File: src/rtl/mem_access_unit_if.sv
// rtl/mem_access_unit_if.sv - request, memory and writeback signal bundle for mem_access_unit
//
// Purpose: groups the load/store request port, the single-outstanding memory
// port and the register-file writeback port into one interface.
// Modports:
//   master - the load/store unit (accepts requests, masters the memory port,
//            drives writeback and completion status)
//   slave  - the surrounding pipeline, memory and register file
// Signal summary:
//   request : req_valid, req_ready, is_store, funct3, base_addr, offset,
//             store_data, rd_addr
//   memory  : mem_req, mem_we, mem_addr, mem_wdata, mem_wstrb, mem_ack, mem_rdata
//   wb/stat : wb_en, wb_addr, wb_data, done, err_code

interface mem_access_unit_if;
    logic        req_valid;
    logic        req_ready;
    logic        is_store;
    logic [2:0]  funct3;
    logic [31:0] base_addr;
    logic [11:0] offset;
    logic [31:0] store_data;
    logic [4:0]  rd_addr;

    logic        mem_req;
    logic        mem_we;
    logic [31:0] mem_addr;
    logic [31:0] mem_wdata;
    logic [3:0]  mem_wstrb;
    logic        mem_ack;
    logic [31:0] mem_rdata;

    logic        wb_en;
    logic [4:0]  wb_addr;
    logic [31:0] wb_data;
    logic        done;
    logic [1:0]  err_code;

    modport master (
        input  req_valid, is_store, funct3, base_addr, offset, store_data, rd_addr,
        output req_ready,
        output mem_req, mem_we, mem_addr, mem_wdata, mem_wstrb,
        input  mem_ack, mem_rdata,
        output wb_en, wb_addr, wb_data, done, err_code
    );

    modport slave (
        output req_valid, is_store, funct3, base_addr, offset, store_data, rd_addr,
        input  req_ready,
        input  mem_req, mem_we, mem_addr, mem_wdata, mem_wstrb,
        output mem_ack, mem_rdata,
        input  wb_en, wb_addr, wb_data, done, err_code
    );
endinterface

File: src/rtl/mem_access_unit.sv
// rtl/mem_access_unit.sv - load/store execution stage with lane steering and timeout
//
// Purpose: accepts one load/store request at a time, computes the effective
// address, checks funct3 legality and alignment, runs one request/ack memory
// access, steers store lanes, extends load data and writes it back.
// Ports:
//   i_clk    - clock, all state changes on the rising edge
//   i_reset  - asynchronous active-low reset
//   io_bus   - mem_access_unit_if.master (request, memory, writeback, status)
// Parameters:
//   TIMEOUT_CYCLES - ACCESS cycles without mem_ack before abort (1..255)

module mem_access_unit #(
    parameter int unsigned TIMEOUT_CYCLES = 255
) (
    input  logic               i_clk,
    input  logic               i_reset,
    mem_access_unit_if.master  io_bus
);

    typedef enum logic [1:0] {
        S_IDLE   = 2'd0,
        S_ACCESS = 2'd1,
        S_DONE   = 2'd2
    } state_t;

    localparam logic [1:0] ERR_NONE     = 2'b00;
    localparam logic [1:0] ERR_MISALIGN = 2'b01;
    localparam logic [1:0] ERR_TIMEOUT  = 2'b10;
    localparam logic [1:0] ERR_ILLEGAL  = 2'b11;

    // Last count value before expiry: the abort happens on the edge that
    // would make the counter reach TIMEOUT_CYCLES.
    localparam logic [7:0] TO_LAST = 8'(TIMEOUT_CYCLES - 1);

    state_t      r_state, w_state_nxt;

    logic        r_req_ready, w_req_ready;
    logic        r_mem_req, w_mem_req;
    logic        r_mem_we, w_mem_we;
    logic [31:0] r_mem_addr, w_mem_addr;
    logic [31:0] r_mem_wdata, w_mem_wdata;
    logic [3:0]  r_mem_wstrb, w_mem_wstrb;
    logic        r_wb_en, w_wb_en;
    logic [4:0]  r_wb_addr, w_wb_addr;
    logic [31:0] r_wb_data, w_wb_data;
    logic        r_done, w_done;
    logic [1:0]  r_err_code, w_err_code;

    // Request fields needed after the accept edge
    logic [7:0]  r_cnt, w_cnt;
    logic [2:0]  r_funct3, w_funct3;
    logic [1:0]  r_ea_lo, w_ea_lo;
    logic [4:0]  r_rd_addr, w_rd_addr;
    logic        r_is_store, w_is_store;

    logic [31:0] w_ea;
    logic        w_illegal;
    logic        w_misalign;
    logic [3:0]  w_st_strb;
    logic [31:0] w_st_data;
    logic [31:0] w_shifted;
    logic [31:0] w_load_val;

    // ------------------------------------------------------------------
    // Request decode (only meaningful while IDLE)
    // ------------------------------------------------------------------
    assign w_ea = io_bus.base_addr + {{20{io_bus.offset[11]}}, io_bus.offset};

    always_comb begin
        w_illegal = 1'b0;
        if (io_bus.is_store) begin
            w_illegal = (io_bus.funct3 > 3'b010);
        end else begin
            w_illegal = (io_bus.funct3 == 3'b011) || (io_bus.funct3[2:1] == 2'b11);
        end
    end

    // funct3[1:0] encodes size for every legal encoding: 00 byte, 01 half, 10 word
    assign w_misalign = ((io_bus.funct3[1:0] == 2'b01) && w_ea[0]) ||
                        ((io_bus.funct3[1:0] == 2'b10) && (w_ea[1:0] != 2'b00));

    always_comb begin
        w_st_strb = 4'b1111;
        w_st_data = io_bus.store_data;
        case (io_bus.funct3[1:0])
            2'b00: begin
                w_st_strb = 4'b0001 << w_ea[1:0];
                w_st_data = {4{io_bus.store_data[7:0]}};
            end
            2'b01: begin
                w_st_strb = 4'b0011 << w_ea[1:0];
                w_st_data = {2{io_bus.store_data[15:0]}};
            end
            default: begin
                w_st_strb = 4'b1111;
                w_st_data = io_bus.store_data;
            end
        endcase
    end

    // ------------------------------------------------------------------
    // Load extraction from the acknowledged read word
    // ------------------------------------------------------------------
    assign w_shifted = io_bus.mem_rdata >> {r_ea_lo, 3'b000};

    always_comb begin
        w_load_val = w_shifted;
        case (r_funct3)
            3'b000:  w_load_val = {{24{w_shifted[7]}},  w_shifted[7:0]};
            3'b001:  w_load_val = {{16{w_shifted[15]}}, w_shifted[15:0]};
            3'b100:  w_load_val = {24'd0, w_shifted[7:0]};
            3'b101:  w_load_val = {16'd0, w_shifted[15:0]};
            default: w_load_val = w_shifted;
        endcase
    end

    // ------------------------------------------------------------------
    // FSM: next state and next values of every registered output
    // ------------------------------------------------------------------
    always_comb begin
        w_state_nxt = r_state;
        w_req_ready = 1'b0;
        w_mem_req   = r_mem_req;
        w_mem_we    = r_mem_we;
        w_mem_addr  = r_mem_addr;
        w_mem_wdata = r_mem_wdata;
        w_mem_wstrb = r_mem_wstrb;
        w_wb_en     = 1'b0;
        w_wb_addr   = r_wb_addr;
        w_wb_data   = r_wb_data;
        w_done      = 1'b0;
        w_err_code  = ERR_NONE;
        w_cnt       = r_cnt;
        w_funct3    = r_funct3;
        w_ea_lo     = r_ea_lo;
        w_rd_addr   = r_rd_addr;
        w_is_store  = r_is_store;

        case (r_state)
            S_IDLE: begin
                w_req_ready = 1'b1;
                if (io_bus.req_valid) begin
                    w_req_ready = 1'b0;
                    w_funct3    = io_bus.funct3;
                    w_ea_lo     = w_ea[1:0];
                    w_rd_addr   = io_bus.rd_addr;
                    w_is_store  = io_bus.is_store;
                    if (w_illegal) begin
                        w_state_nxt = S_DONE;
                        w_done      = 1'b1;
                        w_err_code  = ERR_ILLEGAL;
                    end else if (w_misalign) begin
                        w_state_nxt = S_DONE;
                        w_done      = 1'b1;
                        w_err_code  = ERR_MISALIGN;
                    end else begin
                        w_state_nxt = S_ACCESS;
                        w_mem_req   = 1'b1;
                        w_mem_we    = io_bus.is_store;
                        w_mem_addr  = {w_ea[31:2], 2'b00};
                        w_mem_wdata = io_bus.is_store ? w_st_data : 32'd0;
                        w_mem_wstrb = io_bus.is_store ? w_st_strb : 4'b0000;
                        w_cnt       = 8'd0;
                    end
                end
            end

            S_ACCESS: begin
                // An ack on the expiry cycle is checked first, so it wins.
                if (io_bus.mem_ack) begin
                    w_state_nxt = S_DONE;
                    w_done      = 1'b1;
                    w_err_code  = ERR_NONE;
                    if (!r_is_store && (r_rd_addr != 5'd0)) begin
                        w_wb_en   = 1'b1;
                        w_wb_addr = r_rd_addr;
                        w_wb_data = w_load_val;
                    end
                end else if (r_cnt == TO_LAST) begin
                    w_state_nxt = S_DONE;
                    w_done      = 1'b1;
                    w_err_code  = ERR_TIMEOUT;
                end else begin
                    w_cnt = r_cnt + 8'd1;
                end
                if (w_state_nxt == S_DONE) begin
                    w_mem_req   = 1'b0;
                    w_mem_we    = 1'b0;
                    w_mem_addr  = 32'd0;
                    w_mem_wdata = 32'd0;
                    w_mem_wstrb = 4'b0000;
                end
            end

            S_DONE: begin
                w_state_nxt = S_IDLE;
                w_req_ready = 1'b1;
            end

            default: begin
                w_state_nxt = S_IDLE;
                w_req_ready = 1'b1;
                w_mem_req   = 1'b0;
                w_mem_we    = 1'b0;
                w_mem_addr  = 32'd0;
                w_mem_wdata = 32'd0;
                w_mem_wstrb = 4'b0000;
            end
        endcase
    end

    always_ff @(posedge i_clk or negedge i_reset) begin
        if (!i_reset) begin
            r_state     <= S_IDLE;
            r_req_ready <= 1'b1;
            r_mem_req   <= 1'b0;
            r_mem_we    <= 1'b0;
            r_mem_addr  <= 32'd0;
            r_mem_wdata <= 32'd0;
            r_mem_wstrb <= 4'b0000;
            r_wb_en     <= 1'b0;
            r_wb_addr   <= 5'd0;
            r_wb_data   <= 32'd0;
            r_done      <= 1'b0;
            r_err_code  <= ERR_NONE;
            r_cnt       <= 8'd0;
            r_funct3    <= 3'd0;
            r_ea_lo     <= 2'd0;
            r_rd_addr   <= 5'd0;
            r_is_store  <= 1'b0;
        end else begin
            r_state     <= w_state_nxt;
            r_req_ready <= w_req_ready;
            r_mem_req   <= w_mem_req;
            r_mem_we    <= w_mem_we;
            r_mem_addr  <= w_mem_addr;
            r_mem_wdata <= w_mem_wdata;
            r_mem_wstrb <= w_mem_wstrb;
            r_wb_en     <= w_wb_en;
            r_wb_addr   <= w_wb_addr;
            r_wb_data   <= w_wb_data;
            r_done      <= w_done;
            r_err_code  <= w_err_code;
            r_cnt       <= w_cnt;
            r_funct3    <= w_funct3;
            r_ea_lo     <= w_ea_lo;
            r_rd_addr   <= w_rd_addr;
            r_is_store  <= w_is_store;
        end
    end

    assign io_bus.req_ready = r_req_ready;
    assign io_bus.mem_req   = r_mem_req;
    assign io_bus.mem_we    = r_mem_we;
    assign io_bus.mem_addr  = r_mem_addr;
    assign io_bus.mem_wdata = r_mem_wdata;
    assign io_bus.mem_wstrb = r_mem_wstrb;
    assign io_bus.wb_en     = r_wb_en;
    assign io_bus.wb_addr   = r_wb_addr;
    assign io_bus.wb_data   = r_wb_data;
    assign io_bus.done      = r_done;
    assign io_bus.err_code  = r_err_code;

endmodule
File: src/flat_wrapper.sv
// flat-port wrapper written by rule: the top's interface ports become plain ports
module mem_access_unit_flat 
#(
    parameter int unsigned TIMEOUT_CYCLES = 255
)
  (i_clk, i_reset, io_bus_req_valid, io_bus_is_store, io_bus_funct3, io_bus_base_addr, io_bus_offset, io_bus_store_data, io_bus_rd_addr, io_bus_req_ready, io_bus_mem_req, io_bus_mem_we, io_bus_mem_addr, io_bus_mem_wdata, io_bus_mem_wstrb, io_bus_mem_ack, io_bus_mem_rdata, io_bus_wb_en, io_bus_wb_addr, io_bus_wb_data, io_bus_done, io_bus_err_code);
  mem_access_unit_if io_bus_i ();
  input  logic i_clk;
  input  logic i_reset;
  input wire logic [$bits(io_bus_i.req_valid)-1:0] io_bus_req_valid;
  input wire logic [$bits(io_bus_i.is_store)-1:0] io_bus_is_store;
  input wire logic [$bits(io_bus_i.funct3)-1:0] io_bus_funct3;
  input wire logic [$bits(io_bus_i.base_addr)-1:0] io_bus_base_addr;
  input wire logic [$bits(io_bus_i.offset)-1:0] io_bus_offset;
  input wire logic [$bits(io_bus_i.store_data)-1:0] io_bus_store_data;
  input wire logic [$bits(io_bus_i.rd_addr)-1:0] io_bus_rd_addr;
  output wire logic [$bits(io_bus_i.req_ready)-1:0] io_bus_req_ready;
  output wire logic [$bits(io_bus_i.mem_req)-1:0] io_bus_mem_req;
  output wire logic [$bits(io_bus_i.mem_we)-1:0] io_bus_mem_we;
  output wire logic [$bits(io_bus_i.mem_addr)-1:0] io_bus_mem_addr;
  output wire logic [$bits(io_bus_i.mem_wdata)-1:0] io_bus_mem_wdata;
  output wire logic [$bits(io_bus_i.mem_wstrb)-1:0] io_bus_mem_wstrb;
  input wire logic [$bits(io_bus_i.mem_ack)-1:0] io_bus_mem_ack;
  input wire logic [$bits(io_bus_i.mem_rdata)-1:0] io_bus_mem_rdata;
  output wire logic [$bits(io_bus_i.wb_en)-1:0] io_bus_wb_en;
  output wire logic [$bits(io_bus_i.wb_addr)-1:0] io_bus_wb_addr;
  output wire logic [$bits(io_bus_i.wb_data)-1:0] io_bus_wb_data;
  output wire logic [$bits(io_bus_i.done)-1:0] io_bus_done;
  output wire logic [$bits(io_bus_i.err_code)-1:0] io_bus_err_code;
  assign io_bus_i.req_valid = io_bus_req_valid;
  assign io_bus_i.is_store = io_bus_is_store;
  assign io_bus_i.funct3 = io_bus_funct3;
  assign io_bus_i.base_addr = io_bus_base_addr;
  assign io_bus_i.offset = io_bus_offset;
  assign io_bus_i.store_data = io_bus_store_data;
  assign io_bus_i.rd_addr = io_bus_rd_addr;
  assign io_bus_req_ready = io_bus_i.req_ready;
  assign io_bus_mem_req = io_bus_i.mem_req;
  assign io_bus_mem_we = io_bus_i.mem_we;
  assign io_bus_mem_addr = io_bus_i.mem_addr;
  assign io_bus_mem_wdata = io_bus_i.mem_wdata;
  assign io_bus_mem_wstrb = io_bus_i.mem_wstrb;
  assign io_bus_i.mem_ack = io_bus_mem_ack;
  assign io_bus_i.mem_rdata = io_bus_mem_rdata;
  assign io_bus_wb_en = io_bus_i.wb_en;
  assign io_bus_wb_addr = io_bus_i.wb_addr;
  assign io_bus_wb_data = io_bus_i.wb_data;
  assign io_bus_done = io_bus_i.done;
  assign io_bus_err_code = io_bus_i.err_code;
  mem_access_unit #(.TIMEOUT_CYCLES(TIMEOUT_CYCLES)) u_core (.i_clk(i_clk), .i_reset(i_reset), .io_bus(io_bus_i));
endmodule
File: config.mk
export PLATFORM = sky130hd
export DESIGN_NAME = mem_access_unit_flat
export DESIGN_NICKNAME = d
export VERILOG_FILES = /design/src/rtl/mem_access_unit_if.sv /design/src/rtl/mem_access_unit.sv /design/src/flat_wrapper.sv
export SDC_FILE = /design/constraint.sdc
export NUM_CORES = 1
export LEC_CHECK = 0
export CAP_MARGIN = 0
export CORE_UTILIZATION = 43
export CTS_CLUSTER_DIAMETER = 50
export DETAILED_ROUTE_END_ITERATION = 10
export PLACE_DENSITY = 0.79
export SKIP_CTS_REPAIR_TIMING = 1
export SLEW_MARGIN = 40
export SYNTH_ARGS = -nofsm -noshare
export SYNTH_HDL_FRONTEND = slang
export SYNTH_SLANG_ARGS = --single-unit
File: constraint.sdc
create_clock -name i_clk -period 1.8 [get_ports i_clk]
set_input_delay 0.27 -clock i_clk [delete_from_list [all_inputs] [get_ports i_clk]]
set_output_delay 0.27 -clock i_clk [all_outputs]
set_load 0.02 [all_outputs]
==> metrics.cfg <==
[outcome]
outcome=complete, but fails checks
violations=negative setup slack

[placement]
hpwl_um=18300
io_buffers=230
place_area_um2=11300
post-place-cells=1369
gp_congestion=0.904

[clock_tree]
cts_root_buf=clkbuf_16
cts_max_level=4
clock_path_buffers=2
cts_sinks=131
cts_tree=yes
cts-buffers-inserted=17
clkLatencyLatePin_ns=0.43
clk_pin_slew_ns=0.06

[pwr]
peakVddDrop_v=0.000888
leakagePower_nw=6.15
p_per_area_nw_per_um2=1270
p_total_mw=17.0

[synth]
synth.distinct_cells=62
ys.flop_type=dfrtp_1
seq_area_frac_synth=0.435
ys_top_cells_by_area=dfrtp_1 (43%), nand2_1 (6.0%), mux2i_1 (6.0%)
yosysTopAreaCellShare=0.431
synth_edf_count=0
synth_seq_cells=131
syn-cell-area_um2=7550
async_reset_ff_frac=1.00
syn_avg_cell_area_um2=9.36
synth_top_cell_by_area=dfrtp_1
yosys_warnings=0
netlist_instances=806

[finish]
finalNonFillerCells=1443
finish.instance_area_um2=13400
final_nets=1360
syn2layout_area_growth_pct=76.9
final_common_cell=clkdlybuf4s50_1
layout-drive-gt1-share=0.338
mostFrequentLayoutCells=clkdlybuf4s50_1 (192), buf_4 (149), dfrtp_1 (130), nand2_1 (73), nor2_1 (57)

[routing]
drc=0
wirelength_um=29100
drt_iter0_markers=471
first_pass_iters=5
num_vias=8124
drtAntennaViolNets=0
viasPerCell=5.63
wl_per_cell_um=20.1

[sta]
worstMarginPinSlew_ns=0.723
slew-limit-headroom=0.516
fin_skew_ns=0.00802
rsz0062_at_grt=yes
setup_ws_ns=-0.457
slew_viol_final=0
setup_viol=70
period_share=1.25
hold_viol=0
period_minus_slack_ns=2.26
max_freq_mhz=443

[grt]
grt_pass1_wl_um=37700
gr-usage-all-layers=0.269
antenna_found_initial=1
grt_pass1_vias=7453
grt_overflow=0
grt_max_degree=48

[worst_setup_path]
critPathMaxFanout=4
cp-start-kind=input port
worstPathRequired_ns=2.11
critPathKind=in -> reg
cp-end-kind=flip-flop
crit_arrival_ns=2.57

[floorplan]
die_h_um=134
num_rows=48
coreArea_um2=17200
start_util=0.438
die_area_um2=18100
dieWidth_um=134
ios=233

[job]
cap_violations=0

[worst_hold_path]
hp-class=in -> async

-- sequential cells by signal, indices dropped and copies added, names as in the netlist --
name and count:
u_core.io_bus.done 1, u_core.io_bus.err_code 2, u_core.io_bus.mem_addr 30, u_core.io_bus.mem_req 1
u_core.io_bus.mem_wdata 32, u_core.io_bus.mem_we 1, u_core.io_bus.mem_wstrb 4, u_core.io_bus.req_ready 1
u_core.io_bus.wb_addr 5, u_core.io_bus.wb_data 32, u_core.io_bus.wb_en 1, u_core.r_cnt 8
u_core.r_ea_lo 2, u_core.r_funct3 3, u_core.r_is_store 1, u_core.r_rd_addr 5
u_core.r_state 2
-- area by class of cell --
cell class / count / area (um2)
Clock buffer: 19 / 453
Antenna cell: 1 / 2.50
Multi-Input combinational cell: 618 / 4990
Fill cell: 1025 / 3880
Sequential cell: 131 / 3280
Inverter: 16 / 60.1
Clock inverter: 12 / 109
Timing Repair Buffer: 421 / 4170
Tap cell: 225 / 282
-- synthesized netlist by cell type, types with 6 or more instances --
library cell,n
a211oi_1,11
a21o_1,15
ha_1,33
and3_1,8
inv_1,15
xor2_1,18
nand3_1,11
o21ai_0,70
dfrtp_1,130
buf_2,6
buf_1,12
o21bai_1,8
mux2i_1,45
nor2b_1,11
a22o_1,16
o31ai_1,8
mux2_2,11
nor2_1,59
nand2_1,121
nand4_1,9
o22a_1,9
xnor2_1,15
clkbuf_1,16
a21oi_1,71
-- metal layers --
metal  wire length, um  up-vias  global-route usage
met5                 0        -                   0
met4              1500        0               0.129
met3              1790      115              0.0458
met2             14300      385               0.436
met1             11400     3939               0.350
li1                  -     3685                   -
-- path summary, 6_finish.rpt --
check,start,endpoint,slack [ns],cells past startpoint
worst max-delay path,io_bus_base_addr[0],u_core.io_bus.mem_addr[20]$_DFFE_PN0P_,-0.46,12
worst min-delay path,i_reset,u_core.io_bus.mem_wdata[22]$_DFFE_PN0P_,0.27,2
worst max register to register,u_core.r_cnt[5]$_DFFE_PN0P_,u_core.io_bus.mem_addr[26]$_DFFE_PN0P_,-0.03,9
worst min register to register,u_core.io_bus.wb_addr[0]$_DFFE_PN0P_,u_core.io_bus.wb_addr[0]$_DFFE_PN0P_,0.48,2
max in group asynchronous,i_reset,u_core.io_bus.req_ready$_DFF_PN1_,0.87,3
min in group i_clk,io_bus_offset[0],u_core.r_ea_lo[0]$_DFFE_PN0P_,0.39,4
-- cells by family (layout without fill, tap and decap cells) --
kind of cell | after synthesis | in the layout | share of synthesized area
compound gates | 247 | 247 | 0.212
fa+ha+maj | 34 | 34 | 0.0574
other cells | 1 | 3 | 0.000497
xor+xnor | 33 | 33 | 0.0383
buf+inv | 58 | 468 | 0.0355
flops | 131 | 131 | 0.435
simple gates | 246 | 246 | 0.146
mux | 56 | 56 | 0.0761
-- report_power, final --
part | leakage (nW) | switching (mW) | internal, mW
clock | 0.263 | 1.35 | 1.96
combinational | 4.19 | 4.44 | 4.40
sequential | 1.69 | 0.823 | 4.04
total | 6.15 | 6.61 | 10.4
-- critical path: stages --
cell,delay [ns]
buf_8,0.10
ha_4,0.17
fa_2,0.40
a21o_4,0.24
a221oi_4,0.30
o31ai_4,0.14
buf_4,0.16
o31ai_4,0.22
o31a_4,0.23
buf_6,0.10
xor2_1,0.14
o21ai_1,0.09
-- stage by stage --
stage | hold WS [ns] | setup TNS (ns) | util | setup slack, ns
floorplan | -0.0256 | -19.70 | - | -0.496
global placement | 0.147 | -79.40 | 0.653 | -1.18
detailed placement | 0.144 | -83.71 | 0.653 | -1.18
CTS | -0.310 | -43.00 | 0.686 | -0.730
global route | 0.290 | -16.37 | 0.775 | -0.552
finish | 0.269 | -11.38 | 0.775 | -0.457
(Power assumes the default switching activity.)
